`config.mk`:
```
export PLATFORM = sky130hd
export DESIGN_NAME = mvm_param
export DESIGN_NICKNAME = d
export VERILOG_FILES = /design/src/rtl/mvm_param.sv
export SDC_FILE = /design/constraint.sdc
export NUM_CORES = 1
export LEC_CHECK = 0
export CAP_MARGIN = 20
export CORE_AREA = 3 3 281 283
export CTS_BUF_LIST = sky130_fd_sc_hd__clkbuf_8 sky130_fd_sc_hd__clkbuf_16
export CTS_CLUSTER_DIAMETER = 50
export CTS_CLUSTER_SIZE = 16
export DETAILED_ROUTE_END_ITERATION = 10
export DIE_AREA = 0 0 284 286
export GPL_TIMING_DRIVEN = 0
export SLEW_MARGIN = 30
export SYNTH_ARGS = -nofsm -noshare
export SYNTH_HDL_FRONTEND = slang
export SYNTH_SLANG_ARGS = --single-unit
```
`constraint.sdc`:
```
create_clock -name clk -period 15.2 [get_ports clk]
set_input_delay 1.52 -clock clk [delete_from_list [all_inputs] [get_ports clk]]
set_output_delay 1.52 -clock clk [all_outputs]
set_load 0.02 [all_outputs]
```
`src/rtl/mvm_param.sv`:
```
// Parametrised KxK matrix-vector multiply with P MAC lanes, saturation/wrap, optional ReLU.
// Latency: done K*K/P+1 cycles after start, then K result words on consecutive cycles.
// No backpressure: strobes outside IDLE are ignored; results stream out unconditionally.
module mvm_param #(
  parameter int K   = 8,
  parameter int B   = 8,
  parameter int P   = 1,
  parameter bit SAT = 1'b1
) (
  input  logic                  clk,
  input  logic                  reset,
  input  logic                  loadMatrix,
  input  logic                  loadVector,
  input  logic                  start,
  input  logic                  relu_en,
  input  logic signed [B-1:0]   data_in,
  output logic                  busy,
  output logic                  done,
  output logic                  out_valid,
  output logic signed [2*B-1:0] data_out,
  output logic                  ovf
);

  localparam int AW = 2*B + $clog2(K);   // accumulator width, headroom for K products
  localparam int LW = $clog2(K*K);
  localparam int CW = $clog2(K);
  localparam int GN = K / P;             // number of row groups
  localparam int GW = (GN > 1) ? $clog2(GN) : 1;
  localparam int DW = $clog2(K+1);       // drain counter must reach K

  localparam logic [2:0] S_IDLE    = 3'd0;
  localparam logic [2:0] S_LOAD_M  = 3'd1;
  localparam logic [2:0] S_LOAD_V  = 3'd2;
  localparam logic [2:0] S_COMPUTE = 3'd3;
  localparam logic [2:0] S_DRAIN   = 3'd4;

  localparam logic signed [AW-1:0] SMAX = {{(AW-2*B+1){1'b0}}, {(2*B-1){1'b1}}};
  localparam logic signed [AW-1:0] SMIN = {{(AW-2*B+1){1'b1}}, {(2*B-1){1'b0}}};

  logic [2:0]     state;
  logic [LW-1:0]  ld_cnt;
  logic [CW-1:0]  col;
  logic [GW-1:0]  grp;
  logic [DW-1:0]  drn_cnt;
  logic           relu_q;

  logic signed [B-1:0]   mat [K*K];
  logic signed [B-1:0]   vec [K];
  logic signed [AW-1:0]  res [K];
  logic signed [AW-1:0]  acc [P];
  logic signed [AW-1:0]  acc_nxt [P];
  logic signed [2*B-1:0] prod [P];
  logic [CW-1:0]         row_idx [P];

  logic [CW-1:0]         drn_idx;
  logic signed [AW-1:0]  pp_sum;
  logic signed [AW-1:0]  wrap_ext;
  logic signed [2*B-1:0] pp_val;
  logic                  pp_ovf;

  assign busy = (state != S_IDLE);

  // Lane datapath: each lane owns one row of the current group; column 0 restarts the sum
  always_comb begin
    for (int l = 0; l < P; l++) begin
      row_idx[l] = CW'(int'(grp) * P + l);
      prod[l]    = mat[LW'((int'(grp) * P + l) * K + int'(col))] * vec[col];
      acc_nxt[l] = ((col == '0) ? AW'(0) : acc[l]) + AW'(prod[l]);
    end
  end

  // Post-processing of the element being drained: ReLU first, then saturate or wrap
  always_comb begin
    drn_idx  = (drn_cnt < DW'(K)) ? drn_cnt[CW-1:0] : '0;
    pp_sum   = res[drn_idx];
    if (relu_q && pp_sum[AW-1]) begin
      pp_sum = '0;
    end
    wrap_ext = {{(AW-2*B){pp_sum[2*B-1]}}, pp_sum[2*B-1:0]};
    pp_val   = pp_sum[2*B-1:0];
    pp_ovf   = 1'b0;
    if (SAT) begin
      if (pp_sum > SMAX) begin
        pp_val = SMAX[2*B-1:0];
        pp_ovf = 1'b1;
      end else if (pp_sum < SMIN) begin
        pp_val = SMIN[2*B-1:0];
        pp_ovf = 1'b1;
      end
    end else begin
      pp_ovf = (wrap_ext != pp_sum);
    end
  end

  // Control FSM, counters, accumulators and registered outputs
  always_ff @(posedge clk) begin
    if (!reset) begin
      state     <= S_IDLE;
      ld_cnt    <= '0;
      col       <= '0;
      grp       <= '0;
      drn_cnt   <= '0;
      relu_q    <= 1'b0;
      done      <= 1'b0;
      out_valid <= 1'b0;
      data_out  <= '0;
      ovf       <= 1'b0;
      for (int l = 0; l < P; l++) acc[l] <= '0;
    end else begin
      done <= 1'b0;
      case (state)
        S_IDLE: begin
          ld_cnt <= '0;
          if (loadMatrix) begin
            state <= S_LOAD_M;
          end else if (loadVector) begin
            state <= S_LOAD_V;
          end else if (start) begin
            state  <= S_COMPUTE;
            relu_q <= relu_en;
            col    <= '0;
            grp    <= '0;
          end
        end
        S_LOAD_M: begin
          ld_cnt <= ld_cnt + 1'b1;
          if (ld_cnt == LW'(K*K-1)) state <= S_IDLE;
        end
        S_LOAD_V: begin
          ld_cnt <= ld_cnt + 1'b1;
          if (ld_cnt == LW'(K-1)) state <= S_IDLE;
        end
        S_COMPUTE: begin
          for (int l = 0; l < P; l++) acc[l] <= acc_nxt[l];
          if (col == CW'(K-1)) begin
            col <= '0;
            if (grp == GW'(GN-1)) begin
              grp     <= '0;
              state   <= S_DRAIN;
              done    <= 1'b1;
              drn_cnt <= '0;
            end else begin
              grp <= grp + 1'b1;
            end
          end else begin
            col <= col + 1'b1;
          end
        end
        S_DRAIN: begin
          if (drn_cnt == DW'(K)) begin
            out_valid <= 1'b0;
            drn_cnt   <= '0;
            state     <= S_IDLE;
          end else begin
            out_valid <= 1'b1;
            data_out  <= pp_val;
            ovf       <= pp_ovf;
            drn_cnt   <= drn_cnt + 1'b1;
          end
        end
        default: state <= S_IDLE;
      endcase
    end
  end

  // Operand and result storage; intentionally not cleared by reset
  always_ff @(posedge clk) begin
    if (reset) begin
      if (state == S_LOAD_M) mat[ld_cnt] <= data_in;
      if (state == S_LOAD_V) vec[ld_cnt[CW-1:0]] <= data_in;
      if (state == S_COMPUTE && col == CW'(K-1)) begin
        for (int l = 0; l < P; l++) res[row_idx[l]] <= acc_nxt[l];
      end
    end
  end

endmodule

```
==> metrics, run 1 <==
CP arrival=roughly 9100 ps; Clock Skew=about 44 ps; Crit. End Element=flip-flop; Max Used Layer=met4; Die H=about 290 um; Gate power share=0.222; Post-synth top cells=747 x edfxtp_1, 163 x mux4_2, 147 x nor2_1, 92 x inv_1, 86 x nand2_1; Post-Synthesis Cells=1,956; Final Hold Vio Count=0; met2 wire length=39,900 um; fin area=39,200 um2; final routed DRC violation total=0; Synth area leaders=edfxtp_1 65%, mux4_2 11%, fa_1 4.9%; Slew Limit Fails=0; grt total ovfl=0; Hold WS=530 ps; ratio of cells with drive above 1 in the final layout=0.200; cts repair resizes=0; worst slew pin tran=1050 ps; worst path required time=15,510 ps; Worst-Skew Late Latency=between 600 and 700 ps; CP top delay family=adder cells; power share of the clock group=0.321; yosys warns=0; die width=284 um; initial antenna violation count=0; setup tns final=0 ps; Cell Rows=a little over 100; Power Density=154 nW/um2; Starting Density=0.448; CTS tree=done; Routed WL=87,100 um; post-synthesis cell type count=66; Internal=4.23 mW; final net count=2,239; minimum clock period=8810 ps; kind of critical path=flip-flop to flip-flop; Peak VDD IR=0.000111 V; Total GRT Usage=0.215; Avg Inst Size Synth=approximately 18 um2; Core Box Area=~77,000 um2; First DRT Iteration DRCs=2,173; commonest register cell after synthesis=edfxtp_1; Peak Freq=0.114 GHz; first-pass GRT wire length=128,000 um; dpl ws=6400 ps; RSZ-0062 raised after global routing=false; share of the synthesized area in the top cell type=0.651; final count of negative-setup-slack endpoints=0; Area after DPL=~37,000 um2; most used cell, CP=fa_1; crit-path cells=buf_2 > buf_4 > buf_2 > clkbuf_1 > mux4_2 > mux2i_1 > o22ai_1 > nor4_4 > nor2_1 > fa_1 > inv_1 > fa_1 > inv_1 > fa_1 > fa_1 > fa_1 > ha_1 > inv_1 > o21ai_0 > a41oi_1 > a21oi_1 > xor2_1; DR WL/cell=roughly 27 um; critical path fanouts, max=10; die area=81,200 um2; # fillers=6,230; vias in the first global route=18,800; Hold Crit Class=flip-flop to flip-flop; most frequent cell after synthesis=edfxtp_1; Vias/cell=5.82; Syn Nets=roughly 2,100; Detailed Place HPWL=59,300 um; number of iterations in the first detailed-routing pass=5; routed length on met1=38,100 um; EDFF count, synth=747; outcome=finished, final reports clean; post-synthesis instance area=34,500 um2; crit-path max cell delay=770 ps; CTS HTree Levels=3; Tcrit/Tclk final=0.580; met3 WL post-DR=7050 um; slowest stage cell, crit path=clkbuf_1; Final ANT Viol Nets=0; TritonCTS Buffers=80; Synth async-reset ratio=0; CP Launch Type=flip-flop; postcts setup bufs=0; port buffer count=32; Sw Share=0.299; largest net degree at the start of global routing=71; Yosys reg bits=789; leading area contributor after synthesis=edfxtp_1; P_sw=1.81 mW; Longest Clk Path Bufs=3; sequential area share after synthesis=0.675; Vias=18,600; P&R area growth vs syn=13.7%; Flop pwr share=0.458; hold buffers post-CTS=0; Clock transition at path regs=60 ps; max-cap violations=0; IO Pins=34; CTS sink count=789; CTS root buf=clkbuf_16; leakage=about 13 nW; Worst Path Buf+Inv=7; Slew HR=0.294; Overall Power=6.03 mW; setup ws final=6390 ps; Placer Congestion=0.881
## cells in the final DEF (no fill, tap or decap), types with 22 or more instances in the layout
| cell | synthesis | final |
|---|---|---|
| edfxtp_1 | 747 | 747 |
| mux4_2 | 163 | 163 |
| nor2_1 | 147 | 132 |
| inv_1 | 92 | 97 |
| nand2_1 | 86 | 86 |
| fa_1 | 84 | 84 |
| clkbuf_16 | 0 | 80 |
| a21oi_1 | 72 | 72 |
| mux2i_1 | 68 | 68 |
| ha_1 | 52 | 52 |
| clkbuf_1 | 49 | 44 |
| dfxtp_1 | 42 | 42 |
| and2_1 | 37 | 37 |
| buf_2 | 23 | 28 |
| clkdlybuf4s50_1 | 0 | 24 |
| nor2b_1 | 23 | 23 |
| o22ai_1 | 22 | 22 |
## per-layer routing
layer,up-vias,GRT usage
met1,9773,0.317
met3,137,0.0462
met5,-,0
met2,751,0.328
li1,7899,-
met4,0,0.0568
## per-stage QoR
step	cells	util
4_1_cts	3188	0.509
2_1_floorplan	1956	-
3_3_place_gp	3028	0.469
6_report	3189	0.509
3_5_place_dp	3047	0.475
5_1_grt	3188	0.509
## final timing paths
kind | depth (start not counted) | startpoint | slack (ps) | end
hold / removal | 2 | out_valid | 530 | out_valid
setup / recovery | 22 | col[1] | 6390 | res[6][17]
setup reg to reg | 22 | col[1] | 6390 | res[6][17]
hold reg to reg | 2 | out_valid | 530 | out_valid
## cell type report
cell class,instances,area (um2),area share
well taps,1040,1300,0.0332
clock inverters,59,556,0.0142
inverters,92,345,0.00881
plain buffers,91,457,0.0116
clock buffers,82,2030,0.0518
multi-input cells,984,10500,0.268
repair buffers,51,717,0.0183
flip-flops and latches,789,23300,0.594
diodes,1,2.50,0.0000638
## worst min-delay path: cells and delay by family (launching register included)
family | cells | cell delay [ps]
simple gates | 1 | 70
compound gates | 1 | 70
flops | 1 | 340
## power groups by stage
stage               Sequential, mW  Combinational [mW]  Clock (mW)
floorplan                     2.80               0.866           0
global placement              2.81                1.25           0
detailed placement            2.81                1.31           0
CTS                           2.76                1.32        1.97
global route                  2.76                1.50        2.05
finish                        2.76                1.34        1.93
## registers in the layout, indices dropped and copies added, names as in the netlist, named ones only
name,cells
done,1
data_out,16
col,3
ovf,1
vec,64
mat,512
out_valid,1
grp,3
drn_cnt,4
relu_q,1
ld_cnt,6
state,3
res,152
acc,19
## cells by family after synthesis
| family | synth area share |
|---|---|
| adders and majority gates | 0.0677 |
| muxes | 0.136 |
| and+or+nand+nor | 0.0552 |
| DFF | 0.675 |
| AOI/OAI and AO/OA | 0.0380 |
| xor gates and xnor gates | 0.00534 |
| buffers and inverters | 0.0230 |
Power figures use the tool's default switching activity.
==> inputs of run 2 (changes only) <==
==> constraint.sdc (replaced) <==
create_clock -name clk -period 8.7 [get_ports clk]
set_input_delay 0.87 -clock clk [delete_from_list [all_inputs] [get_ports clk]]
set_output_delay 0.87 -clock clk [all_outputs]
set_load 0.02 [all_outputs]
==> run 2 against run 1 <==
Net effect:
- sequential power increased by 75%
- setup slack got worse by 6000 ps
- clock-buffer cell count unchanged
- cell area about the same
- total power increased by 76%
- first-iteration DRC count increased by 1.6%
- register-to-register slack got worse by 6000 ps
- via count decreased by 0.16%
- clock skew increased by 0.99 ps
- sequential share of layout area decreased by 0.053 points
- die area unchanged
==> metrics, run 2 (synthesis results as in run 1) <==
outcome=finished, final reports clean (unchanged); Total GRT Usage=0.215 (about the same); CTS sink count=789 (unchanged); die width=284 um (unchanged); Slew HR=0.335 (was 0.294); Detailed Place HPWL=59,300 um (unchanged); GR Layer Usage met2=0.328 (unchanged); fin area=39,200 um2 (about the same); commonest non-fill, non-tap cell in the layout=edfxtp_1 (unchanged); initial antenna violation count=0 (unchanged); Routed WL=87,100 um (about the same); Overall Power=10.6 mW (was 6.03 mW); Clock transition at path regs=70 ps (was 60 ps); gr busiest metal=met2 (unchanged); number of iterations in the first detailed-routing pass=6 (was 5); dpl ws=-101 ps (was 6400 ps); commonest non-fill, non-tap cells in the layout=747 x edfxtp_1, 163 x mux4_2, 132 x nor2_1 (unchanged); met1 usage=0.317 (about the same); final count of negative-setup-slack endpoints=0 (unchanged); die area=81,200 um2 (unchanged); RSZ-0062 raised after global routing=false (unchanged); Power Density=270 nW/um2 (was 154 nW/um2); DR WL/cell=27.3 um (about the same); worst reg2reg path depth=20 (was 22); First DRT Iteration DRCs=2,207 (was 2,173); TritonCTS Buffers=80 (unchanged); Die H=286 um (unchanged); Area after DPL=36,600 um2 (unchanged); CP arrival=8700 ps (was 9120 ps); max-cap violations=0 (unchanged); first-pass GRT wire length=128,000 um (about the same); Peak Freq=0.120 GHz (was 0.114 GHz); Most flops, register=mat (unchanged); worst slew pin tran=993 ps (was 1050 ps); Cell Rows=102 (unchanged); ratio of cells with drive above 1 in the final layout=0.204 (was 0.200); minimum clock period=8340 ps (was 8810 ps); CP Launch Type=flip-flop (unchanged); largest net degree at the start of global routing=71 (unchanged); final net count=2,239 (unchanged); end point of the critical path=res[6][17] (unchanged); Tcrit/Tclk final=0.959 (was 0.580); postcts setup bufs=0 (unchanged); leakage=12.7 nW (about the same); critical path fanouts, max=10 (unchanged); hold_sp=data_in[7] (was out_valid); Vias=18,500 (was 18,600); Slew Limit Fails=0 (unchanged); Vias/cell=5.81 (was 5.82); kind of critical path=flip-flop to flip-flop (unchanged); Largest register FFs=512 (unchanged); port buffer count=32 (unchanged); final std cells w/o fill=3,188 (was 3,189); grt total ovfl=0 (unchanged); Longest Clk Path Bufs=3 (unchanged); dpl cells=3,047 (unchanged); Placer Congestion=0.881 (unchanged); worst path required time=9060 ps (was 15,510 ps); n_diodes=0 (was 1); CTS root buf=clkbuf_16 (unchanged); setup ws final=356 ps (was 6390 ps); Hold Crit Class=primary input to flip-flop (was flip-flop to flip-flop); reg2reg end=res[6][17] (unchanged); Peak VDD IR=0.000192 V (was 0.000111 V); final routed DRC violation total=0 (unchanged); Worst-Skew Late Latency=650 ps (about the same); Core Box Area=77,000 um2 (unchanged); Crit. End Element=flip-flop (unchanged); Reg2Reg Launch Point=col[2] (was col[1]); IO Pins=34 (unchanged); Final ANT Viol Nets=0 (unchanged); Worst Setup SP=col[2] (was col[1]); Final Hold Vio Count=0 (unchanged); CTS tree=done (unchanged); vias in the first global route=18,800 (unchanged); P&R area growth vs syn=13.8% (was 13.7%); CTS HTree Levels=3 (unchanged); GR Layer Usage met3=0.0462 (unchanged); R2R Setup Slk=360 ps (was 6390 ps); Starting Density=0.448 (unchanged); Clock Skew=45.2 ps (was 44.2 ps)
==> run 2: worst max-delay path: stages, from the launching register on <==
cell and delay, ps:
dfxtp_1 330, buf_2 370, buf_1 750, buf_2 600, mux2i_1 390, o22ai_1 280, nor4_4 580, nor2_1 150
fa_1 580, inv_1 60, fa_1 530, inv_1 50, fa_1 450, fa_1 510, fa_1 420, ha_1 380
inv_1 70, o21ai_0 370, a41oi_1 360, a21oi_1 360, xor2_2 450
==> run 2: timing repair <==
item                                    4_1_cts  5_1_grt
hold endpoints to repair                      0        0
pin swaps                                     0        0
gates resized for setup                       3        9
endpoints found under the setup margin        8       49
hold buffers                                  0        0
==> run 2: power by group <==
group	internal, mW	leakage (nW)	total [mW]	switching (mW)
combinational	0.795	4.38	2.39	1.59
clock	1.82	1.28	3.39	1.57
sequential	4.81	7.08	4.82	0.00707
total	7.43	12.7	10.6	3.17
==> run 2: cell type report <==
| cell class | instances | area [um2] |
|---|---|---|
| Timing Repair Buffer | 51 | 717 |
| Multi-Input combinational cell | 984 | 10600 |
| Buffer | 91 | 464 |
| Clock inverter | 59 | 556 |
| Fill cell | 6224 | 37700 |
| Clock buffer | 82 | 2030 |
| Sequential cell | 789 | 23300 |
| Inverter | 92 | 345 |
| Tap cell | 1040 | 1300 |
==> run 2: worst min-delay path by stage <==
stage | cells past startpoint | end
global placement | 2 | out_valid
floorplan | 2 | relu_q
detailed placement | 2 | out_valid
finish | 1 | mat[19][7]
global route | 1 | mat[19][7]
CTS | 1 | mat[19][7]
==> run 2: metrics by stage <==
stage          hold slack [ps]  TNS [ps]  utilization
2_1_floorplan              528         0            -
3_3_place_gp               501    -28670        0.469
3_5_place_dp               523      -809        0.475
4_1_cts                    436         0        0.509
5_1_grt                    441         0        0.510
6_report                   466         0        0.510
==> run 2: metal layers <==
| metal | routed length (um) | part of all wire |
|---|---|---|
| met5 | 0 | 0 |
| met3 | 7050 | 0.081 |
| met2 | 39900 | 0.46 |
| met1 | 38000 | 0.44 |
| met4 | 2160 | 0.025 |
==> inputs of run 3 (changes only) <==
--- a/config.mk
+++ b/config.mk
@@ -5,7 +5,7 @@
 export SDC_FILE = /design/constraint.sdc
 export NUM_CORES = 1
 export LEC_CHECK = 0
-export CAP_MARGIN = 20
+export CAP_MARGIN = 30
 export CORE_AREA = 3 3 281 283
 export CTS_BUF_LIST = sky130_fd_sc_hd__clkbuf_8 sky130_fd_sc_hd__clkbuf_16
 export CTS_CLUSTER_DIAMETER = 50
==> run 3 against run 2 <==
Net effect:
- sequential share of layout area is essentially flat
- combinational power is essentially flat
- clock-buffer cell count did not move
- cell area barely moved
- first-iteration DRC count is 2.9% lower
- utilization about the same
- global-route usage unchanged
- sequential cell count unchanged
- clock skew increased by 3.2 ps
- routed wire length decreased by 0.11%
- largest power group unchanged
- highest routed layer unchanged
==> metrics, run 3 (synthesis results as in run 1) <==
outcome=finished, final reports clean (unchanged); DR WL/cell=27.3 um (about the same); # fillers=6,225 (was 6,224); Crit. End Element=flip-flop (unchanged); CP arrival=8760 ps (was 8700 ps); worst slew pin tran=1030 ps (was 993 ps); ratio of cells with drive above 1 in the final layout=0.204 (about the same); grt total ovfl=0 (unchanged); Clock Skew=48.3 ps (was 45.2 ps); initial antenna violation count=0 (unchanged); commonest non-fill, non-tap cell in the layout=edfxtp_1 (unchanged); Die H=286 um (unchanged); leakage=12.7 nW (about the same); port buffer count=32 (unchanged); Power Density=270 nW/um2 (about the same); Final ANT Viol Nets=0 (unchanged); Placer Congestion=0.881 (unchanged); Worst Path Buf+Inv=6 (unchanged); Peak Freq=0.119 GHz (was 0.120 GHz); final net count=2,240 (was 2,239); IO Pins=34 (unchanged); Cell Rows=102 (unchanged); Largest register FFs=512 (unchanged); CTS root buf=clkbuf_16 (unchanged); die width=284 um (unchanged); hold buffers post-CTS=0 (unchanged); n_diodes=0 (unchanged); Hold WS=463 ps (was 466 ps); crit-path cells=buf_2 > buf_1 > buf_2 > mux2i_1 > o22ai_1 > nor4_4 > nor2_1 > fa_1 > inv_1 > fa_1 > inv_1 > fa_1 > fa_1 > fa_1 > ha_1 > inv_1 > o21ai_0 > a41oi_1 > a21oi_1 > xor2_2 (unchanged); Hold Crit Class=primary input to flip-flop (unchanged); largest net degree at the start of global routing=71 (unchanged); crit-path max cell delay=760 ps (was 750 ps); commonest non-fill, non-tap cells in the layout=747 x edfxtp_1, 163 x mux4_2, 132 x nor2_1 (unchanged); CTS tree=done (unchanged); final routed DRC violation total=0 (unchanged); critical path fanouts, max=10 (unchanged); minimum clock period=8400 ps (was 8340 ps); First DRT Iteration DRCs=2,142 (was 2,207); P&R area growth vs syn=13.9% (was 13.8%); Final Hold Vio Count=0 (unchanged); first-pass GRT wire length=128,000 um (unchanged); CTS HTree Levels=3 (unchanged); Longest Clk Path Bufs=3 (unchanged); Vias=18,500 (about the same); Slew HR=0.311 (was 0.335); number of iterations in the first detailed-routing pass=5 (was 6); slowest stage cell, crit path=buf_1 (unchanged); vias in the first global route=18,800 (unchanged); die area=81,200 um2 (unchanged); worst path required time=9050 ps (was 9060 ps); Detailed Place HPWL=59,300 um (unchanged); RSZ-0062 raised after global routing=false (unchanged); CP top delay family=adder cells (unchanged); Peak VDD IR=0.000194 V (was 0.000192 V); setup ws final=298 ps (was 356 ps); Tcrit/Tclk final=0.966 (was 0.959); TritonCTS Buffers=80 (unchanged); Total GRT Usage=0.215 (unchanged); Core Box Area=77,000 um2 (unchanged); Vias/cell=5.79 (was 5.81); Worst-Skew Late Latency=650 ps (about the same); final count of negative-setup-slack endpoints=0 (unchanged); kind of critical path=flip-flop to flip-flop (unchanged); Most flops, register=mat (unchanged); area of the multi-input gates=10,600 um2 (unchanged); dpl ws=-101 ps (unchanged); most used cell, CP=fa_1 (unchanged); CP Launch Type=flip-flop (unchanged); register area=23,300 um2 (unchanged); Starting Density=0.448 (unchanged); max-cap violations=0 (unchanged); CTS sink count=789 (unchanged); Routed WL=87,000 um (was 87,100 um); Clock transition at path regs=70 ps (about the same); Slew Limit Fails=0 (unchanged)
==> run 3: final timing paths <==
kind	startpoint	endpoint	slack, ps	depth (start not counted)
max reg2reg	col[2]	res[6][17]	300	20
max	col[2]	res[6][17]	300	20
min reg2reg	out_valid	out_valid	530	2
min	data_in[7]	mat[19][7]	460	1
==> run 3: repair_timing <==
item | CTS | global route
setup endpoints to repair | 8 | 49
resized for setup | 3 | 9
setup buffers | 0 | 0
cloned | 0 | 0
==> run 3: final cells by class <==
class | count | share of cell area
Inverter | 92 | 0.00880
Timing Repair Buffer | 52 | 0.0185
Buffer | 91 | 0.0118
Clock buffer | 82 | 0.0517
Multi-Input combinational cell | 984 | 0.269
Tap cell | 1040 | 0.0332
Clock inverter | 59 | 0.0142
Sequential cell | 789 | 0.593
==> run 3: layer usage <==
metal	vias to the layer above	share of wire	global-route usage
met3	141	0.080	0.0462
met5	-	0	0
met4	0	0.026	0.0568
met2	735	0.46	0.328
met1	9695	0.44	0.317
li1	7909	-	-
==> run 3: power by group <==
group | total, mW | switching, mW | internal (mW)
Clock | 3.38 | 1.56 | 1.82
Combinational | 2.40 | 1.61 | 0.795
Sequential | 4.82 | 0.00686 | 4.81
==> run 3: stage by stage <==
stage                     std cells   util  TNS (ps)  cell area (um2)  power (mW)
after CTS                      3188  0.509         0            39200        10.6
final                          3189  0.510         0            39200        10.6
after global placement         3028  0.469    -28670            36100        7.10
after detailed placement       3047  0.475      -809            36600        7.20
after floorplan                1956      -         0            34500        6.41
after global routing           3189  0.510         0            39200        11.1
